$ cat src/rtl/act_skew_loader.sv
// act_skew_loader: reads NUM_VEC three-byte activation vectors from the
// shared synchronous-read data memory after weight preload finishes and
// feeds them to the 3x3 systolic array rows with a diagonal skew (row r
// trails row 0 by r cycles).
//
// Optional build macro ACT_PAD_ZERO_EN: when defined, each act_row_r reads
// 8'h00 whenever its act_valid bit is low; when undefined, rows hold their
// last issued value and consumers qualify with act_valid.
module act_skew_loader #(
    parameter int NUM_VEC   = 3,
    parameter int BASE_ADDR = 9
) (
    input  logic       clk,
    input  logic       rst,
    input  logic       en,
    input  logic [7:0] q,
    output logic [5:0] addr,
    output logic [7:0] act_row_0,
    output logic [7:0] act_row_1,
    output logic [7:0] act_row_2,
    output logic [2:0] act_valid,
    output logic       busy,
    output logic       is_done_o
);

    typedef enum logic [2:0] {
        IDLE,
        FETCH1,
        FETCH2,
        ISSUE,
        DRAIN
    } state_t;

    state_t     state;
    state_t     state_next;

    // Five bits cover NUM_VEC up to 18 plus the one-past-last value.
    logic [4:0] vec_cnt;
    logic       drain_cnt;
    logic       armed;

    logic [7:0] hold0;
    logic [7:0] hold1;
    logic [7:0] skew1;
    logic [7:0] skew2a;
    logic [7:0] skew2b;
    logic [7:0] row0_q;
    logic [7:0] row1_q;
    logic [7:0] row2_q;

    logic       skew1_v;
    logic       skew2a_v;
    logic       skew2b_v;
    logic       skew2a_last;
    logic       skew2b_last;
    logic [2:0] valid_q;
    logic       done_q;

    logic       last_vec;
    logic       issue;
    logic [6:0] vec_base;

    assign last_vec = (vec_cnt == 5'(NUM_VEC - 1));
    assign issue    = (state == ISSUE);
    assign vec_base = 7'(BASE_ADDR) + 7'(vec_cnt) * 7'd3;

    // State register.
    always_ff @(posedge clk) begin
        if (rst) begin
            state <= IDLE;
        end else begin
            state <= state_next;
        end
    end

    // Next-state and memory address; IDLE parks on BASE_ADDR so that the
    // idle cycle doubles as the element-0 fetch of vector 0, and ISSUE
    // prefetches element 0 of the following vector.
    always_comb begin
        state_next = state;
        addr       = 6'(BASE_ADDR);
        case (state)
            IDLE: begin
                if (en && armed) begin
                    state_next = FETCH1;
                end
            end
            FETCH1: begin
                addr       = 6'(vec_base + 7'd1);
                state_next = FETCH2;
            end
            FETCH2: begin
                addr       = 6'(vec_base + 7'd2);
                state_next = ISSUE;
            end
            ISSUE: begin
                if (last_vec) begin
                    addr       = 6'(BASE_ADDR);
                    state_next = DRAIN;
                end else begin
                    addr       = 6'(vec_base + 7'd3);
                    state_next = FETCH1;
                end
            end
            DRAIN: begin
                if (drain_cnt) begin
                    state_next = IDLE;
                end
            end
            default: begin
                state_next = IDLE;
            end
        endcase
    end

    // Counters, start arming, and capture of memory data into hold regs.
    // A level-high en triggers only once: armed re-arms only after en is
    // seen low while idle.
    always_ff @(posedge clk) begin
        if (rst) begin
            vec_cnt   <= '0;
            drain_cnt <= 1'b0;
            armed     <= 1'b1;
            hold0     <= '0;
            hold1     <= '0;
        end else begin
            case (state)
                IDLE: begin
                    vec_cnt   <= '0;
                    drain_cnt <= 1'b0;
                    if (en && armed) begin
                        armed <= 1'b0;
                    end else if (!en) begin
                        armed <= 1'b1;
                    end
                end
                FETCH1: begin
                    hold0 <= q;
                end
                FETCH2: begin
                    hold1 <= q;
                end
                ISSUE: begin
                    vec_cnt <= vec_cnt + 5'd1;
                end
                DRAIN: begin
                    drain_cnt <= 1'b1;
                end
                default: begin
                end
            endcase
        end
    end

    // Skew pipeline: row 0 loads at ISSUE, row 1 one edge later, row 2 two
    // edges later. Valid and last-vector flags travel alongside the data
    // so every row sees the same bubble pattern.
    always_ff @(posedge clk) begin
        if (rst) begin
            row0_q      <= '0;
            row1_q      <= '0;
            row2_q      <= '0;
            skew1       <= '0;
            skew2a      <= '0;
            skew2b      <= '0;
            skew1_v     <= 1'b0;
            skew2a_v    <= 1'b0;
            skew2b_v    <= 1'b0;
            skew2a_last <= 1'b0;
            skew2b_last <= 1'b0;
            valid_q     <= '0;
            done_q      <= 1'b0;
        end else begin
            if (issue) begin
                row0_q <= hold0;
                skew1  <= hold1;
                skew2a <= q;
            end
            if (skew1_v) begin
                row1_q <= skew1;
            end
            if (skew2a_v) begin
                skew2b <= skew2a;
            end
            if (skew2b_v) begin
                row2_q <= skew2b;
            end
            skew1_v     <= issue;
            skew2a_v    <= issue;
            skew2a_last <= issue && last_vec;
            skew2b_v    <= skew2a_v;
            skew2b_last <= skew2a_v && skew2a_last;
            valid_q[0]  <= issue;
            valid_q[1]  <= skew1_v;
            valid_q[2]  <= skew2b_v;
            done_q      <= skew2b_v && skew2b_last;
        end
    end

    // busy covers the FSM run plus the final row-2 cycle, which lands
    // after the FSM has already returned to IDLE.
    assign busy      = (state != IDLE) || done_q;
    assign is_done_o = done_q;
    assign act_valid = valid_q;

`ifdef ACT_PAD_ZERO_EN
    assign act_row_0 = valid_q[0] ? row0_q : 8'h00;
    assign act_row_1 = valid_q[1] ? row1_q : 8'h00;
    assign act_row_2 = valid_q[2] ? row2_q : 8'h00;
`else
    assign act_row_0 = row0_q;
    assign act_row_1 = row1_q;
    assign act_row_2 = row2_q;
`endif

endmodule
$ cat config.mk
export PLATFORM = sky130hd
export DESIGN_NAME = act_skew_loader
export DESIGN_NICKNAME = d
export VERILOG_FILES = /design/src/rtl/act_skew_loader.sv
export SDC_FILE = /design/constraint.sdc
export NUM_CORES = 1
export LEC_CHECK = 0
export BUFFER_PORTS_ARGS = -buffer_cell sky130_fd_sc_hd__buf_2
export CAP_MARGIN = 20
export CORE_MARGIN = 2
export CORE_UTILIZATION = 60
export DETAILED_ROUTE_END_ITERATION = 12
export GPL_ROUTABILITY_DRIVEN = 0
export PLACE_DENSITY = 0.89
export SETUP_SLACK_MARGIN = 0.02
export SYNTH_ARGS = -nofsm -noshare
export SYNTH_HDL_FRONTEND = slang
export SYNTH_SLANG_ARGS = --single-unit
$ cat constraint.sdc
create_clock -name clk -period 5.75 [get_ports clk]
set_input_delay 1.15 -clock clk [delete_from_list [all_inputs] [get_ports clk]]
set_output_delay 1.15 -clock clk [all_outputs]
set_load 0.01 [all_outputs]
==> flow_metrics.env <==
export IMPL_status="finished clean"
export IMPL_max_freq_mhz=234
export IMPL_cp_startpoint="vec_cnt[0]"
export IMPL_post_route_util_pct=68.8
export IMPL_fin_crit_sh_pct=74.4
export IMPL_synth_edf_count=0
export IMPL_via_per_inst=5.56
export IMPL_maxSlewHeadroom_pct=33.5
export IMPL_hold_violations=0
export IMPL_netlist_instances=411
export IMPL_drtPass1Iterations=5
export IMPL_synth_ff_type="dfxtp_1"
export IMPL_yosysWarnings=0
export IMPL_syn_area_mm2=0.00345
export IMPL_antenna_found_initial=0
export IMPL_htreeDepth=3
export IMPL_clk_latency_ps=350
export IMPL_drv_cap=0
export IMPL_num_rows=27
export IMPL_post_dp_cell_area_mm2=0.00364
export IMPL_antenna_left=0
export IMPL_nets=466
export IMPL_syn_to_final_growth_pct=10.6
export IMPL_worstPathArrival_ps=3130
export IMPL_startpoint_type="register"
export IMPL_port_buffers=45
export IMPL_worst_hold_path_type="reg2reg"
export IMPL_nFillCells=412
export IMPL_layout_common_cells="91 x nand2_1, 80 x dfxtp_1, 57 x a21oi_1"
export IMPL_tightest_slew_ps=995
export IMPL_r2r_start="state[0]"
export IMPL_min_period_ps=4280
export IMPL_powerDensity_mw_per_mm2=280
export IMPL_antenna_cells=0
export IMPL_grt_start_max_net_pins=79
export IMPL_crit_chain="ha_1, xor2_1, ha_1, ha_1, nor2b_1, a21oi_1, a21oi_1, a21oi_1, and4b_1, a211o_1, buf_2"
export IMPL_cpPeakStageDelay_ps=580
export IMPL_final_max_slew_viol_count=0
export IMPL_preCtsSetupSlack_ps=1880
export IMPL_drive_gt1_share_pct=15.1
export IMPL_die_height_um=79.8
export IMPL_crit_type="reg2out"
export IMPL_skew_ps=8.56
export IMPL_core_mm2=0.00554
export IMPL_via_count=2876
export IMPL_grt_pass1_wl_mm=12.0
export IMPL_drtIter0Drc=237
export IMPL_synth_async_reset_ratio_pct=0
export IMPL_cts_root_buf="clkbuf_8"
export IMPL_clk_pin_slew_worst_paths_ps=70
export IMPL_cts_num_sinks=80
export IMPL_stdcell_area_mm2=0.00381
export IMPL_grtUsageTotal_pct=24.3
export IMPL_grt_pass1_vias=2582
export IMPL_cp_max_fo=12
export IMPL_route_final_wire_length_mm=7.33
export IMPL_cp_end_kind="output pin"
export IMPL_drc=0
export IMPL_synth_cell_type_count=51
export IMPL_critPathBufInv=1
export IMPL_synth_nets=437
export IMPL_crit_family="adder cells"
export IMPL_tns_ps=0
export IMPL_cts_tree="built"
export IMPL_routedWlPerCell_um=14.2
export IMPL_ys_ff_latch=80
export IMPL_cts_resized=0
export IMPL_synth_avg_cell_area_um2=8.39
export IMPL_rsz0062_at_grt="false"
export IMPL_cpMaxStageDelayCell="dfxtp_1"
export IMPL_dpl_hpwl_mm=4.87
export IMPL_worst_ep_required_time_ps=4600
export IMPL_cts_buffers=9
export IMPL_io_pin_count=46
export IMPL_dieWidth_um=79.8
export IMPL_cts_setup_buffers=0
export IMPL_ir_drop_uv=184
export IMPL_setup_ws_ps=1470
export IMPL_overflow=0
export IMPL_p_leak_nw=1.51
export IMPL_setup_viol=0
export IMPL_hp_start="skew2b_last"
export IMPL_cts_hold_buf=0
export IMPL_start_util_pct=62.2
export IMPL_die_area_mm2=0.00637
export IMPL_final_common_cell="nand2_1"
export IMPL_clk_path_buf_depth=2
export IMPL_yosysSeqAreaShare_pct=46.4
==> cells in the mapped netlist, types with 3 or more instances <==
cell type	n	area (µm²)
a211oi_1	4	30.0
a21oi_1	57	285
a31oi_1	3	18.8
and2_1	4	25.0
buf_2	6	30.0
clkbuf_1	18	67.6
dfxtp_1	80	1600
ha_1	15	188
inv_1	11	41.3
mux2i_1	24	240
nand2_1	91	342
nor2_1	40	150
nor2b_1	5	31.3
o21ai_0	7	35.0
xor2_1	4	35.0
==> worst paths after layout <==
check	slack, ps	depth (start not counted)	to
worst max-delay path	1470	11	addr[5]
worst min-delay path	430	1	is_done_o
worst max register to register	3630	5	vec_cnt[3]
worst min register to register	430	1	is_done_o
==> power by group <==
| group | internal, mW | switching [mW] |
|---|---|---|
| combinational | 0.0382 | 0.0761 |
| sequential | 0.571 | 0.0192 |
| clock | 0.170 | 0.195 |
| total | 0.779 | 0.290 |
==> flip-flops by register name, indices dropped and copies added (netlist names) <==
register and count:
act_row_0 8, act_row_1 8, act_row_2 8, hold0 8, hold1 8, skew1 8, skew2a 8, skew2b 8
vec_cnt 5, act_valid 3, state 3, armed 1, drain_cnt 1, is_done_o 1, skew2a_last 1, skew2b_last 1
==> layer usage <==
layer,global-route usage (%),routed length [µm]
met5,0,0
met1,31.0,3230
met2,39.0,3450
met4,8.81,93
met3,7.35,553
==> kinds of logic (layout without fill, tap and decap cells) <==
family | after synthesis | count (layout) | share of synthesized area (%)
xor+xnor | 6 | 6 | 1.74
mux | 24 | 24 | 6.97
simple gates | 157 | 157 | 19.1
buf+inv | 40 | 74 | 5.22
fa+ha+maj | 15 | 15 | 5.44
compound gates | 89 | 89 | 15.1
flops | 80 | 80 | 46.4
==> layout make-up <==
type	instances	area, µm²	share of cell area [%]
clock inverter	4	28.8	0.755
inverter	11	41.3	1.08
timing repair buffer	47	240	6.30
tap	72	90.1	2.36
multi-input combinational	291	1670	43.7
sequential	80	1600	42.0
clock buffer	12	145	3.81
==> metrics by stage <==
step / power (mW) / cells / hold slack (ps)
after detailed placement: 0.713 / 501 / 415
after floorplan: 0.686 / 411 / 406
after CTS: 1.07 / 517 / 434
after global placement: 0.708 / 501 / 408
after global routing: 1.12 / 517 / 457
final: 1.07 / 517 / 432
Power figures use the tool's default switching activity.
